<file path="config.mk">
export PLATFORM = sky130hd
export DESIGN_NAME = prog_boot_sequencer
export DESIGN_NICKNAME = d
export VERILOG_FILES = /design/src/rtl/prog_boot_sequencer.sv
export SDC_FILE = /design/constraint.sdc
export NUM_CORES = 1
export LEC_CHECK = 0
export CORE_UTILIZATION = 32
export DETAILED_ROUTE_END_ITERATION = 8
export PLACE_DENSITY = 0.65
export SLEW_MARGIN = 15
export SYNTH_ARGS = -nofsm -noshare
export SYNTH_HDL_FRONTEND = slang
export SYNTH_SLANG_ARGS = --single-unit
</file>
<file path="constraint.sdc">
create_clock -name clk -period 4.15 [get_ports clk]
set_input_delay 0.415 -clock clk [delete_from_list [all_inputs] [get_ports clk]]
set_output_delay 0.415 -clock clk [all_outputs]
set_load 0.02 [all_outputs]
</file>
<file path="src/rtl/prog_boot_sequencer.sv">
// Boot and run controller for the single-cycle MIPS core.
// Loads initial register-bank values through the core init port, then
// hands the bank to the datapath and runs the PC until halt_req, a
// jump-to-self, or a cycle timeout ends the run. All outputs are registered.
module prog_boot_sequencer #(
    parameter int unsigned START_REG     = 1,
    parameter int unsigned MAX_CYCLES    = 1024,
    parameter int unsigned SELF_LOOP_CYC = 2
) (
    input  logic        clk,
    input  logic        rst_n,
    input  logic        start,
    input  logic [5:0]  init_count,
    input  logic [31:0] init_data,
    input  logic        init_valid,
    output logic        init_ready,
    output logic [31:0] escribir,
    output logic [4:0]  dirIniciar,
    output logic        EWIniciar,
    output logic        sel,
    output logic        run_en,
    input  logic [31:0] addresNext,
    input  logic        halt_req,
    output logic        busy,
    output logic        done,
    output logic [1:0]  halt_cause,
    output logic [31:0] cycle_cnt
);

    localparam int unsigned LW         = $clog2(SELF_LOOP_CYC + 1);
    localparam logic [4:0]    START_ADDR = 5'(START_REG);
    localparam logic [31:0]   LAST_CYCLE = 32'(MAX_CYCLES - 1);
    localparam logic [LW-1:0] LOOP_LAST  = LW'(SELF_LOOP_CYC - 1);

    typedef enum logic [2:0] {
        ST_IDLE   = 3'd0,
        ST_INIT   = 3'd1,
        ST_WRITE  = 3'd2,
        ST_SETTLE = 3'd3,
        ST_RUN    = 3'd4,
        ST_DONE   = 3'd5
    } state_t;

    state_t        state_q, state_d;
    logic [5:0]    remain_q, remain_d;
    logic [4:0]    addr_q, addr_d;
    logic [31:0]   escribir_q, escribir_d;
    logic [4:0]    dir_q, dir_d;
    logic          ew_q, ew_d;
    logic          sel_q, sel_d;
    logic          run_en_q, run_en_d;
    logic          init_ready_q, init_ready_d;
    logic          busy_q, busy_d;
    logic          done_q, done_d;
    logic [1:0]    cause_q, cause_d;
    logic [31:0]   cycle_q, cycle_d;
    logic [31:0]   prev_pc_q, prev_pc_d;
    logic [LW-1:0] loop_q, loop_d;
    logic [5:0]    count_clamp_s;
    logic          pc_match_s;
    logic          self_loop_s;
    logic          timeout_s;

    // Clamp requested word count and evaluate the run-exit conditions.
    always_comb begin
        count_clamp_s = (init_count > 6'd32) ? 6'd32 : init_count;
        // loop_q == 0 marks the first RUN cycle: no valid previous PC yet.
        pc_match_s    = (loop_q != '0) && (addresNext == prev_pc_q);
        self_loop_s   = pc_match_s && (loop_q == LOOP_LAST);
        timeout_s     = (cycle_q == LAST_CYCLE);
    end

    // Next-state and next-output logic; outputs are decoded from the next state.
    always_comb begin
        state_d    = state_q;
        remain_d   = remain_q;
        addr_d     = addr_q;
        escribir_d = escribir_q;
        dir_d      = dir_q;
        cause_d    = cause_q;
        cycle_d    = cycle_q;
        prev_pc_d  = addresNext;
        loop_d     = '0;
        case (state_q)
            ST_IDLE, ST_DONE: begin
                if (start) begin
                    remain_d = count_clamp_s;
                    addr_d   = START_ADDR;
                    cycle_d  = 32'd0;
                    cause_d  = 2'b00;
                    state_d  = (count_clamp_s != 6'd0) ? ST_INIT : ST_SETTLE;
                end else begin
                    state_d  = state_q;
                end
            end
            ST_INIT: begin
                if (init_valid && init_ready_q) begin
                    escribir_d = init_data;
                    dir_d      = addr_q;
                    state_d    = ST_WRITE;
                end else begin
                    state_d    = ST_INIT;
                end
            end
            ST_WRITE: begin
                // escribir/dirIniciar stay put so the falling EWIniciar edge is clean.
                remain_d = remain_q - 6'd1;
                addr_d   = addr_q + 5'd1;
                state_d  = (remain_q == 6'd1) ? ST_SETTLE : ST_INIT;
            end
            ST_SETTLE: begin
                state_d = ST_RUN;
            end
            ST_RUN: begin
                cycle_d = cycle_q + 32'd1;
                loop_d  = pc_match_s ? (loop_q + LW'(1)) : LW'(1);
                if (halt_req) begin
                    cause_d = 2'b01;
                    state_d = ST_DONE;
                end else if (self_loop_s) begin
                    cause_d = 2'b10;
                    state_d = ST_DONE;
                end else if (timeout_s) begin
                    cause_d = 2'b11;
                    state_d = ST_DONE;
                end else begin
                    state_d = ST_RUN;
                end
            end
            default: begin
                state_d = ST_IDLE;
            end
        endcase

        ew_d         = (state_d == ST_WRITE);
        init_ready_d = (state_d == ST_INIT);
        sel_d        = (state_d == ST_RUN);
        run_en_d     = (state_d == ST_RUN);
        busy_d       = (state_d == ST_INIT) || (state_d == ST_WRITE) ||
                       (state_d == ST_SETTLE) || (state_d == ST_RUN);
        done_d       = (state_d == ST_DONE);
    end

    // State, datapath and registered-output flops with asynchronous reset.
    always_ff @(posedge clk or negedge rst_n) begin
        if (!rst_n) begin
            state_q      <= ST_IDLE;
            remain_q     <= 6'd0;
            addr_q       <= 5'd0;
            escribir_q   <= 32'd0;
            dir_q        <= 5'd0;
            ew_q         <= 1'b0;
            sel_q        <= 1'b0;
            run_en_q     <= 1'b0;
            init_ready_q <= 1'b0;
            busy_q       <= 1'b0;
            done_q       <= 1'b0;
            cause_q      <= 2'b00;
            cycle_q      <= 32'd0;
            prev_pc_q    <= 32'd0;
            loop_q       <= '0;
        end else begin
            state_q      <= state_d;
            remain_q     <= remain_d;
            addr_q       <= addr_d;
            escribir_q   <= escribir_d;
            dir_q        <= dir_d;
            ew_q         <= ew_d;
            sel_q        <= sel_d;
            run_en_q     <= run_en_d;
            init_ready_q <= init_ready_d;
            busy_q       <= busy_d;
            done_q       <= done_d;
            cause_q      <= cause_d;
            cycle_q      <= cycle_d;
            prev_pc_q    <= prev_pc_d;
            loop_q       <= loop_d;
        end
    end

    assign init_ready = init_ready_q;
    assign escribir   = escribir_q;
    assign dirIniciar = dir_q;
    assign EWIniciar  = ew_q;
    assign sel        = sel_q;
    assign run_en     = run_en_q;
    assign busy       = busy_q;
    assign done       = done_q;
    assign halt_cause = cause_q;
    assign cycle_cnt  = cycle_q;

endmodule
</file>
==> out/qor.yml <==
run_status:
  outcome: "finished clean"
sta:
  slew_margin_rel_pct: 34.0
  max_slew.worst_pin.slew_ps: 985
  setup-tns-final_ps: 0
  slew_violations: 0
  grt_setup_unrepaired: "false"
  fin_crit_sh_pct: 58.4
  achievable-frequency_mhz: 412
  holdWs_ps: 487
  setup_viol: 0
  timing.final.crit_period_ps: 2430
  finalHoldViolCount: 0
  fin_skew_ps: 5.74
finish:
  finish.net_count: 695
  final_area_mm2: 0.00777
  final_core_util_pct: 48.2
  layout_commonest_cell: "sky130_fd_sc_hd__clkdlybuf4s50_1"
  syn2layout_area_growth_pct: 45.0
  proportion_of_layout_cells_with_a_drive_suffix_above_1_pct: 14.5
  mostFrequentLayoutCells: "sky130_fd_sc_hd__clkdlybuf4s50_1, sky130_fd_sc_hd__dfrtp_1, sky130_fd_sc_hd__mux2_2"
  diodes: 0
clocking:
  hold_buffers: 1
  clk_pin_slew_worst_paths_ps: 50
  cts_sinks: 124
  tritoncts: "done"
  cts.root.buffer_cell: "sky130_fd_sc_hd__clkbuf_16"
  cts-resized-gates: 0
  buffer_count_from_post_cts_setup_fixing: 0
  clockBufferDepth: 2
  number_of_buffers_created_by_cts: 17
  htreeDepth: 4
  clock_insertion_delay_worst_skew_ps: 410
critical_path:
  path_cells: "ha_1 -> nand3_1 -> nor4b_2 -> and2_1 -> nand2b_1 -> o211ai_1 -> o31ai_1"
  kind_of_capture_point_of_the_worst_setup_path: "flip-flop"
  critPathKind: "flip-flop to flip-flop"
  rr_worst_depth: 7
  cp.buffers_inverters: 0
  reg2reg_to: "cycle_cnt[30]"
  worst_setup_path_startpoint: "cycle_cnt[0]"
  cpMaxStageDelayCell: "sky130_fd_sc_hd__nor4b_2"
  setup.worst_path.end: "cycle_cnt[30]"
  critical_path_arrival_ps: 2710
  slack_of_the_worst_reg_to_reg_path_ps: 1720
  worst-path-max-fanout: 6
  critPathTopFamily: "simple AND/OR/NAND/NOR gates"
  path_depth: 7
  r2r_start: "cycle_cnt[0]"
  timing.critical_path.required_ps: 4430
  crit_path_max_incr_delay_ps: 680
  startpoint_class: "flip-flop"
synthesis:
  postSynthAreaPerCell_um2: 11.8
  synth_fa_ha_area_share_pct: 1.40
  ys.warnings.count: 0
  synthDominantCellAreaShare_pct: 57.9
  combinational_family_with_the_most_area_after_synthesis: "simple AND/OR/NAND/NOR gates"
  synth-compound-area-share_pct: 9.04
  synth_area_leader_cell: "sky130_fd_sc_hd__dfrtp_1"
  synth.yosys.seq_area_share_pct: 57.9
  synth-xor-area-share_pct: 5.23
  synth_simple_gate_area_share_pct: 14.7
  synth_cell_types: 49
  muxShareOfSynthArea_pct: 9.29
  mappedNetlistNets: 534
  synth_area_mm2: 0.00536
  synth.top_cells.by_area: "sky130_fd_sc_hd__dfrtp_1, sky130_fd_sc_hd__mux2_2, sky130_fd_sc_hd__xor2_1, sky130_fd_sc_hd__o21ai_0, sky130_fd_sc_hd__nand2_1"
  syn-instance-count: 453
  synth.ff_latch_count: 124
floorplanning:
  io-pin-count: 152
  rows: 46
  total_die_area_mm2: 0.0173
  floorplan_die_width_um: 131
  initial_core_util_pct: 33.3
  fp.dieH_um: 131
  core_footprint_mm2: 0.0161
flow_run:
  max-cap-violations: 0
placement:
  place_area_mm2: 0.00710
  globalplace.congestion: 0.797
  place.detailed.hpwl_mm: 8.90
  buffer_ports.inserted: 151
global_routing:
  grt_overflow: 0
  largest_net_degree_at_the_start_of_global_routing: 50
  grt_util_all_layers_pct: 15.0
  global_route_wire_length_before_repair_mm: 20.9
  first_global_vias: 4249
  initial_antenna_violation_count: 0
pwr:
  power.density_cell_area_mw_per_mm2: 610
  total_leakage_power_nw: 3.27
  irDropWorstVdd_mv: 0.408
routing:
  remaining_drc_errors: 0
  count_of_routing_violations_after_the_opening_detailed_route_iteration: 134
  drt-pass1-iter-count: 4
  vias: 4109
  post_drt_wl_per_cell_um: 14.5
  drt_wl_total_mm: 12.2
  vias_per_cell: 4.87
  ant_nets: 0
min_path:
  worst_hold_path.num_cells: 1
  hp-class: "flip-flop to flip-flop"
[registers in the layout (all words and copies together) (netlist names), 2 cells and up]
signal	flops
prev_pc_q	32
state_q	3
cycle_cnt	32
escribir	32
halt_cause	2
remain_q	6
loop_q	2
addr_q	5
dirIniciar	5
[kinds of logic after synthesis]
group	count (synthesis)
and+or+nand+nor	144
DFF	124
AOI/OAI and AO/OA	76
muxes	45
xor gates and xnor gates	32
buffers and inverters	26
adders and majority gates	6
[final cells by class]
type | count | area, um^2
fill | 1456 | 8350
sequential | 124 | 3100
multi-input combinational | 303 | 2140
timing repair buffer | 159 | 1570
clock buffer | 18 | 439
tap | 216 | 270
clock inverter | 14 | 216
inverter | 9 | 33.8
[synthesized netlist by cell type, drive strengths merged]
cell    instances
nor2b           5
nor4b           1
o41ai           2
mux2           38
or4b            1
ha              6
and3            4
or2             2
and4            3
a32o            1
nand4          14
o31ai           7
xor2           29
o21a            2
a22oi           3
a211o           1
and2            4
inv             9
nor3           13
nor4           12
a32oi           1
a311o           1
o311ai          1
a21oi          12
nand2          34
clkbuf         10
a31oi           5
o211ai          5
mux2i           7
a211oi          1
nand3          21
or3b            1
dfrtp         124
xnor2           3
buf             7
nand2b          4
nor3b           2
o32ai           1
or4             1
o21ai          33
nor2           21
nand3b          1
[report_power, final]
part | switching [mW] | internal, mW | leakage, nW | total [mW]
registers | 0.189 | 1.48 | 1.56 | 1.67
clock network | 0.533 | 1.08 | 0.320 | 1.62
logic | 0.709 | 0.739 | 1.39 | 1.45
[worst min path at each step]
stage / from / end / slack, ps
finish: addr_q[4] / addr_q[4] / 490
floorplan: rst_n / EWIniciar / 120
detailed placement: rst_n / escribir[28] / 430
CTS: addresNext[24] / prev_pc_q[24] / 470
global placement: rst_n / escribir[28] / 420
global route: addresNext[24] / prev_pc_q[24] / 470
[worst register-to-register path, delay by kind of cell, from the launching register on]
family / cells / cell delay, ps
AOI/OAI and AO/OA: 2 / 290
adders and majority gates: 1 / 240
DFF: 1 / 400
and+or+nand+nor: 4 / 1370
[metrics by stage]
stage / setup WS, ps / power (mW) / cells
finish: 1720 / 4.74 / 843
detailed placement: 1310 / 3.16 / 810
floorplan: 2080 / 2.47 / 453
global route: 1540 / 4.99 / 843
CTS: 1730 / 4.81 / 843
global placement: 1460 / 3.11 / 810
[per-layer routing]
metal | up-vias | share of wire [%] | track usage (%)
li1 | 1959 | - | -
met3 | 14 | 6.7 | 5.29
met5 | - | 0 | 0
met1 | 2003 | 43 | 18.3
met4 | 0 | 1.1 | 5.36
met2 | 133 | 49 | 24.5
Power figures use the tool's default switching activity.
